===== config.mk =====
export PLATFORM = sky130hd
export DESIGN_NAME = player_sprite_fetch_flat
export DESIGN_NICKNAME = d
export VERILOG_FILES = /design/src/rtl/player_sprite_fetch_if.sv /design/src/rtl/player_sprite_fetch.sv /design/src/flat_wrapper.sv
export SDC_FILE = /design/constraint.sdc
export NUM_CORES = 1
export LEC_CHECK = 0
export CAP_MARGIN = 30
export CORE_UTILIZATION = 50
export CTS_CLUSTER_DIAMETER = 50
export DETAILED_ROUTE_END_ITERATION = 7
export DONT_BUFFER_PORTS = 1
export GPL_ROUTABILITY_DRIVEN = 0
export HOLD_SLACK_MARGIN = 0.15
export RECOVER_POWER = 50
export SETUP_SLACK_MARGIN = 0.15
export SLEW_MARGIN = 20
export SYNTH_ARGS = -nofsm -noshare
export SYNTH_HDL_FRONTEND = slang
export SYNTH_SLANG_ARGS = --single-unit

===== constraint.sdc =====
create_clock -name clk -period 11.5 [get_ports clk]
set_input_delay 1.15 -clock clk [delete_from_list [all_inputs] [get_ports clk]]
set_output_delay 1.15 -clock clk [all_outputs]
set_load 0.02 [all_outputs]

===== src/rtl/player_sprite_fetch_if.sv =====
// Sprite ROM read bus: address and player select out, palette index back one clk later.
interface player_sprite_fetch_if;
  logic [9:0] rom_addr;
  logic       rom_player;
  logic [3:0] rom_data;

  modport master (
    output rom_addr,
    output rom_player,
    input  rom_data
  );

  modport slave (
    input  rom_addr,
    input  rom_player,
    output rom_data
  );
endinterface


===== src/rtl/player_sprite_fetch.sv =====
// Player sprite address generation and pixel return, fixed 3-clk latency from draw coordinate to sprite_*.
// Optional horizontal mirroring per player is enabled by defining SPRITE_MIRROR_EN.
module player_sprite_fetch #(
  parameter int         SPRITE_W        = 30,
  parameter int         SPRITE_H        = 30,
  parameter logic [3:0] TRANSPARENT_IDX = 4'h0
) (
  input  logic       clk,
  input  logic       rst_n,
  input  logic       frame_start,
  input  logic       pix_valid,
  input  logic [9:0] draw_x,
  input  logic [9:0] draw_y,
  input  logic [9:0] p1_x,
  input  logic [9:0] p1_y,
  input  logic [9:0] p2_x,
  input  logic [9:0] p2_y,
`ifdef SPRITE_MIRROR_EN
  input  logic       p1_face_left,
  input  logic       p2_face_left,
`endif
  player_sprite_fetch_if.master rom,
  output logic       sprite_on,
  output logic [3:0] sprite_idx,
  output logic       sprite_owner
);

  // Per-player arrays: index 1 = P1, index 0 = P2, matching rom_player encoding.
  logic [9:0] pos_x_in [2];
  logic [9:0] pos_y_in [2];
  logic [9:0] pos_x_reg [2];
  logic [9:0] pos_y_reg [2];
  logic [1:0] face_in;
  logic [1:0] face_reg;

  logic [1:0] hit;
  logic [9:0] addr [2];
  logic       any_hit;
  logic [9:0] rom_addr_next;

  logic [9:0] rom_addr_reg;
  logic       rom_player_reg;
  logic       s1_valid_reg;
  logic       s2_valid_reg;
  logic       s2_owner_reg;
  logic       opaque;

  assign pos_x_in[1] = p1_x;
  assign pos_y_in[1] = p1_y;
  assign pos_x_in[0] = p2_x;
  assign pos_y_in[0] = p2_y;

`ifdef SPRITE_MIRROR_EN
  assign face_in = {p1_face_left, p2_face_left};
`else
  assign face_in = 2'b00;
`endif

  function automatic logic [9:0] lin_addr(input logic [9:0] row, input logic [9:0] col);
    if (SPRITE_W == 30)
      lin_addr = (row << 5) - (row << 1) + col;
    else
      lin_addr = 10'(row * 10'(SPRITE_W)) + col;
  endfunction

  genvar gi;
  generate
    for (gi = 0; gi < 2; gi++) begin : g_player
      logic [9:0]  px;
      logic [9:0]  py;
      logic        face;
      logic [10:0] dx;
      logic [10:0] dy;
      logic [9:0]  col;

      // Same-cycle frame_start bypasses the latch so the new positions apply immediately.
      assign px   = frame_start ? pos_x_in[gi] : pos_x_reg[gi];
      assign py   = frame_start ? pos_y_in[gi] : pos_y_reg[gi];
      assign face = frame_start ? face_in[gi]  : face_reg[gi];
      assign dx   = {1'b0, draw_x} - {1'b0, px};
      assign dy   = {1'b0, draw_y} - {1'b0, py};

      assign hit[gi] = pix_valid
                     && !dx[10] && (dx[9:0] <= 10'(SPRITE_W - 1))
                     && !dy[10] && (dy[9:0] <= 10'(SPRITE_H - 1));
      assign col      = face ? (10'(SPRITE_W - 1) - dx[9:0]) : dx[9:0];
      assign addr[gi] = lin_addr(dy[9:0], col);
    end
  endgenerate

  assign any_hit       = |hit;
  assign rom_addr_next = hit[1] ? addr[1] : addr[0];
  assign opaque        = s2_valid_reg && (rom.rom_data != TRANSPARENT_IDX);

  always_ff @(posedge clk) begin
    if (!rst_n) begin
      for (int i = 0; i < 2; i++) begin
        pos_x_reg[i] <= '0;
        pos_y_reg[i] <= '0;
      end
      face_reg       <= '0;
      rom_addr_reg   <= '0;
      rom_player_reg <= 1'b0;
      s1_valid_reg   <= 1'b0;
      s2_valid_reg   <= 1'b0;
      s2_owner_reg   <= 1'b0;
      sprite_on      <= 1'b0;
      sprite_idx     <= '0;
      sprite_owner   <= 1'b0;
    end else begin
      if (frame_start) begin
        for (int i = 0; i < 2; i++) begin
          pos_x_reg[i] <= pos_x_in[i];
          pos_y_reg[i] <= pos_y_in[i];
        end
        face_reg <= face_in;
      end
      // Address and select hold on a miss; only the valid bit says the read is meaningful.
      if (any_hit) begin
        rom_addr_reg   <= rom_addr_next;
        rom_player_reg <= hit[1];
      end
      s1_valid_reg <= any_hit;
      s2_valid_reg <= s1_valid_reg;
      s2_owner_reg <= rom_player_reg;
      sprite_on    <= opaque;
      sprite_idx   <= opaque ? rom.rom_data : 4'h0;
      sprite_owner <= opaque ? s2_owner_reg : 1'b0;
    end
  end

  assign rom.rom_addr   = rom_addr_reg;
  assign rom.rom_player = rom_player_reg;

endmodule


===== src/flat_wrapper.sv =====
// flat-port wrapper written by rule: the top's interface ports become plain ports
module player_sprite_fetch_flat 
#(
  parameter int         SPRITE_W        = 30,
  parameter int         SPRITE_H        = 30,
  parameter logic [3:0] TRANSPARENT_IDX = 4'h0
)
  (clk, rst_n, frame_start, pix_valid, draw_x, draw_y, p1_x, p1_y, p2_x, p2_y, sprite_on, sprite_idx, sprite_owner, rom_rom_addr, rom_rom_player, rom_rom_data);
  player_sprite_fetch_if rom_i ();
  input  logic clk;
  input  logic rst_n;
  input  logic frame_start;
  input  logic pix_valid;
  input  logic [9:0] draw_x;
  input  logic [9:0] draw_y;
  input  logic [9:0] p1_x;
  input  logic [9:0] p1_y;
  input  logic [9:0] p2_x;
  input  logic [9:0] p2_y;
  output logic sprite_on;
  output logic [3:0] sprite_idx;
  output logic sprite_owner;
  output wire logic [$bits(rom_i.rom_addr)-1:0] rom_rom_addr;
  output wire logic [$bits(rom_i.rom_player)-1:0] rom_rom_player;
  input wire logic [$bits(rom_i.rom_data)-1:0] rom_rom_data;
  assign rom_rom_addr = rom_i.rom_addr;
  assign rom_rom_player = rom_i.rom_player;
  assign rom_i.rom_data = rom_rom_data;
  player_sprite_fetch #(.SPRITE_W(SPRITE_W), .SPRITE_H(SPRITE_H), .TRANSPARENT_IDX(TRANSPARENT_IDX)) u_core (.clk(clk), .rst_n(rst_n), .frame_start(frame_start), .pix_valid(pix_valid), .draw_x(draw_x), .draw_y(draw_y), .p1_x(p1_x), .p1_y(p1_y), .p2_x(p2_x), .p2_y(p2_y), .rom(rom_i), .sprite_on(sprite_on), .sprite_idx(sprite_idx), .sprite_owner(sprite_owner));
endmodule

* Word-level counts from Yosys, hierarchy flattened
Memories as Yosys holds them, arrays and structs flattened.
Cells that the tools add are included.
** Storage, ports and cells
- Memories kept :: 2
- Memory bits (writable) :: 40
- Word-level logic and storage cells :: 55
- Output and inout port bits :: 17
- Bits of input ports :: 68
- Flip-flop bits (word level) :: 20
** Memories
- u_core.pos_x_reg :: depth 2, width 10, rd ports 2, clocked after Yosys merged registers in 0, write ports 2, RTL line player_sprite_fetch.sv:31 : logic [9:0] pos_x_reg [2];
- u_core.pos_y_reg :: depth 2, width 10, rd ports 2, clocked after Yosys merged registers in 0, write ports 2, RTL line player_sprite_fetch.sv:32 : logic [9:0] pos_y_reg [2];
** Operators by class
- Bitwise logic cells :: 4
- Magnitude comparators :: 4
- Reduce and logical (&&, ||, !) cells :: 16
- Multiplexer cells :: 13
- Add/subtract/negate cells :: 8
** Operators with widths (count)
- $mux 10 :: 9
- $sub 10x10->11 :: 4
- $le 10x5->1 const B :: 4
- $add 10x10->10 :: 2
- $sub 10x10->10 :: 2
- $logic_and 1x1->1 :: 9
- $logic_not 1->1 :: 4
- $mux 1 :: 4
- $or 1x1->1 :: 4
- $reduce_bool 4->1 :: 1
- $reduce_and 2->1 :: 1
- $reduce_or 2->1 :: 1

* Longest topological paths before layout
Gate-level depths: netlist of run 1.
An unclocked memory read counts as a cell.
- Depth after elaboration :: 9
- Mapped depth :: 22

* Worst setup path after synthesis of run 1
OpenSTA, ideal clock, no wires.
- Kind :: in2reg
- From :: input port frame_start
- To :: register u_core.rom_addr_reg[9], in the netlist u_core.rom.rom_addr[9]
- Required time :: 11.383 ns
- Arrival time :: 5.453 ns
- Buffers on the path :: 2
- Stages :: 20
- Path slack :: 5.931 ns
- Library setup time :: 0.117 ns
- Cell sequence :: clkbuf_1 clkbuf_1 mux2i_1 fa_1 a211oi_1 nor3b_1 o21a_1 nor2_1 xnor2_1 inv_1 fa_1 inv_1 ha_1 and2_1 a311o_1 a21o_1 a21oi_1 xnor2_1 nor2_1 a22o_1
** Between the ends
- Word-level cells in the longest chain between the ends :: 8
** RTL lines
- from (decl) :: RTL line flat_wrapper.sv:12 : input logic frame_start;
- parallel branches: the longest is 8 deep, another holds $sub 10x10->11
- to (signal assigned) :: RTL line player_sprite_fetch.sv:120 : rom_addr_reg <= rom_addr_next;
- to (decl) :: RTL line player_sprite_fetch.sv:41 : logic [9:0] rom_addr_reg;
Parallel ways; which one is timed is not known.
A chain may end at the register's enable or synchronous reset.

* Final worst setup path of run 1
Same ends and word-level chain as after synthesis.

==> results.yml, run 1 <==
final_layout:
  layout-drive-gt1-share_pct: 5.95
  num-nets-final: 677
  antenna-diode-count: 0
  final_cell_mix: "62 x ha_1, 47 x mux2i_1, 46 x and3_1"
  num-fill-cells: 924
  final_cells: 674
  area_growth_pct: 6.46
  mostFrequentLayoutCell: "ha_1"
sta:
  worst_slew_pin_slew_ns: 1.65
  layout_min_cycle_time_ns: 4.99
  rsz0062_at_grt: "false"
  max_freq_mhz: 200
  hold_viol_final: 0
  tns_ns: 0
  setup-violations-final: 0
  period_share_pct: 43.4
  maxSlewViolCount: 33
  maxSlewHeadroom_pct: -10.3
  skew_ns: 0.00786
routing:
  wl_um: 11900
  remaining_drc_errors: 0
  drtIter0Drc: 200
  vias: 3873
  routed_via_density: 5.75
  wl_per_cell_um: 17.7
  dr.pass1.iters: 4
  antenna_left: 0
synthesis:
  synth-main-ff-cell: "edfxtp_1"
  syn_nets: 682
  ys_ff_latch: 60
  synthArstFlopShare_pct: 0
  syn_area_per_cell_um2: 9.93
  synthCells: 538
  synth_edf_count: 40
  syn_area_um2: 5340
  ys_seq_area_share_pct: 30.0
  ys_types: 58
  yosys_warnings: 0
critical_path:
  crit_path_start_kind: "input port"
  path_common_cell: "inv_1"
  crit_path_cell_trace: "mux2_2, ha_1, inv_1, fa_1, a211oi_1, nor3b_1, o21a_1, nor2_1, xnor2_1, inv_1, fa_1, inv_1, ha_1, and2_1, a311o_1, a21o_1, a21oi_1, xnor2_1, nor2_1, a22o_1"
  cp_slowest_cell: "fa_1"
  arrival_ns: 5.25
  critPathLaunch: "frame_start"
  critical_path.max_fanout: 81
  crit_path_max_incr_delay_ns: 0.54
  crit_type: "input port to register"
  crit_path_end_kind: "register"
  timing.rr.start: "u_core.pos_x_reg[0][10]"
  r2r.worst_path.cells: 20
  crit_required_ns: 11.76
grt:
  grt.total_usage_pct: 22.5
  grt_pass1_vias: 3879
  gr-usage-met1_pct: 28.8
  grt_use_met3_pct: 6.31
  grt_pass1_wl_um: 19100
  grt_overflow: 0
  top_usage_layer: "met2"
  met2_usage_pct: 35.1
  grt_max_degree: 82
  antenna_found_initial: 0
min_path:
  min_from: "u_core.s1_valid_reg"
  hold_path.class: "register to register"
  whs_path_depth: 1
status:
  outcome: "complete, but fails checks"
  failed_checks: "capacitance limit, slew limit"
pwr:
  ir_drop_mv: 0.132
  seq_power_share_pct: 23.7
  power_leakage_nw: 2.57
  p_clk_share_pct: 22.4
  power.switching_uw: 391
  cell_internal_pwr_uw: 642
  switching_share_pct: 37.9
  power_frac_comb_pct: 53.9
  cellPowerDensity_nw_per_um2: 182
placement:
  placed_cells: 656
  place_hpwl_um: 9500
  port_buffers: 0
cts:
  cts_tree: "built"
  insertion_delay_ns: 0.36
  post_cts_buffers: 0
  cts_buffers: 9
  clk_pin_slew_ns: 0.07
  hold_buffers: 0
  ctsResizeCount: 0
  clk_path_buf_depth: 2
  cts.sink_count: 60
  htree_levels: 3
  cts_root_buffer: "clkbuf_8"
floorplanning:
  die_y_um: 105
  die_w_um: 105
  ioPinCount: 85
  std_cell_rows: 37
  core_um2: 10300
  die_area_um2: 11100
  start_util_pct: 51.8
flow_run:
  drv_cap: 1
per-stage QoR:
stage               hold slack (ns)  instance area, µm²  power, mW  utilization [%]  worst slack, ns
floorplan                     0.406                5340      0.700                -             5.93
global placement              0.412                5440      0.795             52.7             6.28
detailed placement            0.424                5440      0.803             52.7             6.21
CTS                           0.439                5680       1.04             55.0             6.57
global route                  0.454                5690       1.12             55.1             6.21
finish                        0.435                5690       1.03             55.1             6.51
path summary, 6_finish.rpt:
check        slack [ns]                      to
max                6.51  u_core.rom.rom_addr[9]
min                0.43     u_core.s2_valid_reg
max reg2reg        7.04  u_core.rom.rom_addr[9]
min reg2reg        0.43     u_core.s2_valid_reg
power by group through the flow:
stage / Combinational, mW / Sequential [mW] / Clock [mW]
final: 0.557 / 0.245 / 0.232
after floorplan: 0.450 / 0.249 / 0
after detailed placement: 0.553 / 0.250 / 0
after CTS: 0.558 / 0.245 / 0.237
after global placement: 0.545 / 0.250 / 0
after global routing: 0.627 / 0.246 / 0.243
layout make-up:
type,instances,area (µm²),area share [%]
Multi-Input combinational cell,426,3540,62.2
Timing Repair Buffer,2,11.3,0.198
Inverter,34,128,2.24
Tap cell,136,170,2.99
Clock inverter,7,115,2.02
Sequential cell,60,1600,28.2
Clock buffer,9,124,2.18
worst max-delay path, delay by kind of cell:
family / cells / cell delay (ns)
AOI/OAI and AO/OA: 6 / 1.47
xor gates and xnor gates: 2 / 0.31
adders and majority gates: 4 / 1.44
buffers and inverters: 3 / 0.19
muxes: 1 / 0.21
and+or+nand+nor: 4 / 0.47
per-layer routing:
metal / part of all wire, % / vias up
li1: - / 1954
met1: 47 / 1788
met2: 44 / 113
met3: 6.2 / 18
met4: 2.6 / 0
met5: 0 / -
logic make-up after synthesis:
kind of cell             count (synthesis)  synth area share (%)
XOR/XNOR                                47                  7.70
adder cells (fa/ha/maj)                 76                  19.8
buffers and inverters                   52                  3.79
AO/OA/AOI/OAI                          107                  13.3
flip-flops                              60                  30.0
AND/OR/NAND/NOR                        144                  15.7
multiplexers                            52                  9.86
Yosys cell counts (2+ instances only):
master,n,share of area [%]
a211oi_1,3,0.42
a21boi_0,2,0.28
a21o_1,13,1.8
a21oi_1,30,2.8
a221oi_1,2,0.33
a31oi_1,3,0.35
and2_1,7,0.82
and3_1,46,5.4
clkbuf_1,17,1.2
dfxtp_1,20,7.5
edfxtp_1,40,22
fa_1,14,5.2
ha_1,62,15
inv_1,34,2.4
mux2_2,5,1.1
mux2i_1,47,8.8
nand2_1,14,0.98
nand2b_1,12,1.4
nand3_1,2,0.19
nand3b_1,2,0.28
nor2_1,29,2.0
nor2b_1,7,0.82
nor3_1,5,0.47
nor3b_1,2,0.28
nor4_1,2,0.23
o211a_1,2,0.37
o211ai_1,2,0.28
o21a_1,8,1.1
o21ai_0,20,1.9
o21bai_1,2,0.28
o221ai_1,3,0.49
o22ai_1,4,0.47
o32ai_1,3,0.49
or2_2,4,0.47
or4_1,2,0.28
xnor2_1,29,4.8
xor2_1,18,3.0
(Power assumes the default switching activity.)
==> run 2, diff against run 1 <==
--- a/config.mk
+++ b/config.mk
@@ -12,6 +12,7 @@
 export DONT_BUFFER_PORTS = 1
 export GPL_ROUTABILITY_DRIVEN = 0
 export HOLD_SLACK_MARGIN = 0.15
+export PLACE_DENSITY = 0.68
 export RECOVER_POWER = 50
 export SETUP_SLACK_MARGIN = 0.15
 export SLEW_MARGIN = 20
==> constraint.sdc (replaced) <==
create_clock -name clk -period 4.4 [get_ports clk]
set_input_delay 0.44 -clock clk [delete_from_list [all_inputs] [get_ports clk]]
set_output_delay 0.44 -clock clk [all_outputs]
set_load 0.02 [all_outputs]
==> results.yml, run 2 (synthesis gave the netlist of run 1 again) <==
status:
  outcome: "finished, final reports clean"
pwr:
  total_power_mw: 2.69
  power_leakage_nw: 2.59
  cellPowerDensity_nw_per_um2: 467
  ir_drop_mv: 0.243
cts:
  cts_buffers: 9
  cts_tree: "built"
  ctsResizeCount: 0
  clk_pin_slew_ns: 0.07
  cts_root_buffer: "clkbuf_8"
  insertion_delay_ns: 0.35
  clk_path_buf_depth: 2
  hold_buffers: 0
  htree_levels: 3
  post_cts_buffers: 0
  cts.sink_count: 60
final_layout:
  final_cell_mix: "59 x ha_1, 46 x and3_1, 45 x mux2i_1"
  num-fill-cells: 909
  finish.utilization_pct: 55.9
  area_growth_pct: 8.03
  antenna-diode-count: 0
  layout-drive-gt1-share_pct: 8.70
  mostFrequentLayoutCell: "ha_1"
  num-nets-final: 679
critical_path:
  rr_endpoint: "u_core.rom.rom_addr[9]"
  cp_slowest_cell: "fa_1"
  critical_path.max_fanout: 4
  crit_path_max_incr_delay_ns: 0.52
  crit_path_start_kind: "register"
  regToRegSetupSlack_ns: 0.41
  crit_required_ns: 4.65
  crit_path_cell_trace: "mux2_4, ha_4, inv_2, fa_2, a211oi_2, nor3b_2, o21a_1, nor2_1, xnor2_1, inv_1, fa_1, inv_2, ha_4, and2_1, a311o_1, a21o_1, a21oi_2, xnor2_1, nor2_1, a22o_1"
  arrival_ns: 4.24
  critPathLaunch: "u_core.pos_x_reg[0][10]"
  r2r.worst_path.cells: 20
  crit_path_end_kind: "register"
  timing.rr.start: "u_core.pos_x_reg[0][10]"
  cp_num_buf_inv: 3
  cp_top_family: "adder cells"
  crit_type: "register to register"
sta:
  maxSlewViolCount: 0
  hold_viol_final: 0
  tns_ns: 0
  worst_slew_pin_slew_ns: 1.10
  rsz0062_at_grt: "false"
  layout_min_cycle_time_ns: 3.99
  period_share_pct: 90.7
  setup-violations-final: 0
  skew_ns: 0.0108
  maxSlewHeadroom_pct: 26.9
  max_freq_mhz: 250
placement:
  place_hpwl_um: 9570
  port_buffers: 0
routing:
  dr.pass1.iters: 4
  vias: 3961
  drtIter0Drc: 211
  wl_um: 11900
  wl_per_cell_um: 17.7
  routed_via_density: 5.86
  antenna_left: 0
  remaining_drc_errors: 0
floorplanning:
  die_w_um: 105
  die_area_um2: 11100
  start_util_pct: 51.8
  core_um2: 10300
  std_cell_rows: 37
  ioPinCount: 85
  die_y_um: 105
grt:
  grt_overflow: 0
  grt.total_usage_pct: 22.6
  grt_max_degree: 82
  antenna_found_initial: 0
  grt_pass1_vias: 3909
  grt_pass1_wl_um: 19500
min_path:
  min_from: "rst_n"
  whs_path_depth: 1
  min_to: "u_core.s2_owner_reg"
  hold_path.class: "input port to register"
flow_run:
  drv_cap: 0
-- run 2: worst max path at each step --
stage	depth (start not counted)	end
floorplan	22	u_core.rom.rom_addr[9]
global placement	17	u_core.rom.rom_addr[9]
detailed placement	17	u_core.rom.rom_addr[9]
CTS	17	u_core.rom.rom_addr[9]
global route	17	u_core.rom.rom_addr[9]
finish	20	u_core.rom.rom_addr[9]
-- run 2: cell type report --
type	instances	area [µm²]	area share (%)
clock buffer	14	164	2.84
clock inverter	2	35.0	0.607
inverter	34	128	2.21
multi-input combinational	426	3620	62.8
sequential	60	1600	27.7
tap	136	170	2.95
timing repair buffer	4	50.0	0.867
-- run 2: where the power goes --
part	internal, mW	total [mW]	switching, mW
Clock	0.296	0.521	0.225
Combinational	0.729	1.53	0.804
Sequential	0.633	0.641	0.00744
Total	1.66	2.69	1.04
-- run 2: layer usage --
layer,global-route usage (%),vias up,wire length (µm)
li1,-,1969,-
met1,29.1,1873,5480
met2,35.9,104,5450
met3,6.86,15,739
met4,8.05,0,264
met5,0,-,0
-- run 2: through the flow --
| stage | cell area, µm² | hold WS, ns | std cells | setup WS [ns] |
|---|---|---|---|---|
| 4_1_cts | 5710 | 0.207 | 675 | 0.282 |
| 6_report | 5770 | 0.222 | 676 | 0.408 |
| 3_3_place_gp | 5510 | 0.412 | 659 | 0.210 |
| 3_5_place_dp | 5510 | 0.429 | 659 | 0.156 |
| 5_1_grt | 5770 | 0.205 | 676 | 0.171 |
| 2_1_floorplan | 5420 | 0.406 | 538 | 0.122 |
==> run 3, diff against run 2 <==
==> constraint.sdc (replaced) <==
create_clock -name clk -period 3.3 [get_ports clk]
set_input_delay 0.33 -clock clk [delete_from_list [all_inputs] [get_ports clk]]
set_output_delay 0.33 -clock clk [all_outputs]
set_load 0.02 [all_outputs]
==> results.yml, run 3 (synthesis gave the netlist of run 1 again) <==
grt:
  grt_pass1_wl_um: 21400
  grt.total_usage_pct: 24.8
  grt_max_degree: 82
  antenna_found_initial: 0
  grt_overflow: 0
  grt_pass1_vias: 4378
critical_path:
  r2r.worst_path.cells: 20
  critical_path.max_fanout: 3
  critPathLaunch: "u_core.pos_x_reg[0][10]"
  crit_end: "u_core.rom.rom_addr[9]"
  regToRegSetupSlack_ns: -0.60
  rr_endpoint: "u_core.rom.rom_addr[9]"
  crit_path_end_kind: "register"
  crit_type: "register to register"
  crit_required_ns: 3.54
  timing.rr.start: "u_core.pos_x_reg[0][10]"
  crit_path_start_kind: "register"
  arrival_ns: 4.14
floorplanning:
  start_util_pct: 51.8
  die_w_um: 105
  die_y_um: 105
  std_cell_rows: 37
  die_area_um2: 11100
  core_um2: 10300
  ioPinCount: 85
routing:
  wl_per_cell_um: 17.5
  remaining_drc_errors: 0
  drtIter0Drc: 185
  dr.pass1.iters: 4
  routed_via_density: 5.62
  antenna_left: 0
  vias: 4336
  wl_um: 13500
final_layout:
  area_growth_pct: 25.9
  antenna-diode-count: 0
  mostFrequentLayoutCell: "buf_4"
  finish.utilization_pct: 65.2
  layout-drive-gt1-share_pct: 25.6
  fin_area_um2: 6730
  num-nets-final: 775
  final_cells: 772
  final_cell_mix: "90 x buf_4, 58 x ha_1, 46 x and3_1"
cts:
  cts_root_buffer: "clkbuf_8"
  cts.sink_count: 60
  clk_path_buf_depth: 2
  cts_buffers: 9
  htree_levels: 3
  cts_tree: "built"
  clk_pin_slew_ns: 0.07
  insertion_delay_ns: 0.35
status:
  failed_checks: "setup timing"
  outcome: "complete, but fails checks"
pwr:
  ir_drop_mv: 0.356
  cell_internal_pwr_mw: 2.80
  power_frac_comb_pct: 61.8
  cellPowerDensity_nw_per_um2: 649
  power.switching_mw: 1.56
  switching_share_pct: 35.7
  seq_power_share_pct: 19.6
  power_leakage_nw: 3.13
  total_power_mw: 4.36
  p_clk_share_pct: 18.6
sta:
  worst_slack_ns: -0.604
  worst_slew_pin_slew_ns: 1.04
  tns_ns: -6.19
  whs_ns: 0.191
  skew_ns: 0.00977
  hold_viol_final: 0
  rsz0062_at_grt: "true"
  maxSlewHeadroom_pct: 30.4
  layout_min_cycle_time_ns: 3.90
  max_freq_mhz: 256
  maxSlewViolCount: 0
  period_share_pct: 118
  setup-violations-final: 12
placement:
  port_buffers: 0
  place_hpwl_um: 10400
  dpl_cell_area_um2: 6150
  placed_cells: 741
  pre_cts_ws_ns: -0.801
min_path:
  whs_path_depth: 2
  hold_path.class: "input port to register"
flow_run:
  drv_cap: 0
## run 3: repair_timing
item | in CTS | in global routing
cloned | 1 | 0
gates resized for setup | 20 | 20
endpoints found under the setup margin | 12 | 12
hold endpoints to repair | 18 | 0
hold buffers | 5 | 0
setup buffers | 6 | 2
pin swaps | 6 | 12
## run 3: worst min path at each step
stage,from,end,slack (ns)
after floorplan,u_core.s2_owner_reg,u_core.sprite_owner,0.41
after global placement,u_core.s2_owner_reg,u_core.sprite_owner,0.41
after detailed placement,u_core.s2_owner_reg,u_core.sprite_owner,0.42
after CTS,rom_rom_data[2],u_core.sprite_on,0.16
after global routing,frame_start,u_core.pos_y_reg[0][13],0.18
final,rom_rom_data[2],u_core.sprite_on,0.19
## run 3: cell type report
type	count	area [µm²]
inverters	34	130
clock buffers	10	128
flip-flops and latches	60	1600
repair buffers	100	821
fillers	856	3600
multi-input cells	426	3770
well taps	136	170
clock inverters	6	111
## run 3: power groups by stage
stage               registers [mW]  logic (mW)  clock network (mW)
floorplan                    0.869        1.62                   0
global placement             0.869        2.42                   0
detailed placement           0.872        2.48                   0
CTS                          0.855        2.63               0.823
global route                 0.858        2.96               0.859
finish                       0.855        2.70               0.812
## run 3: routing by layer
layer  track usage (%)  vias to the layer above  wire length, µm  part of all wire [%]
met5                 0                        -                0                     0
met1              30.7                     2042             5930                    44
met2              41.1                      114             6480                    48
met3              6.25                       30              730                   5.4
li1                  -                     2150                -                     -
met4              10.4                        0              386                   2.9
## run 3: critical path, stage by stage, from the launching register on
cell	delay, ns
edfxtp_1	0.32
mux2_4	0.15
ha_4	0.13
inv_2	0.04
fa_2	0.41
a211oi_4	0.25
nor3b_2	0.08
o21a_1	0.20
nor2_2	0.12
xnor2_2	0.14
inv_1	0.08
fa_1	0.51
inv_2	0.05
ha_4	0.22
and2_4	0.13
a311o_1	0.29
a21o_1	0.17
a21oi_2	0.12
xnor2_1	0.13
nor2_1	0.07
a22o_1	0.20
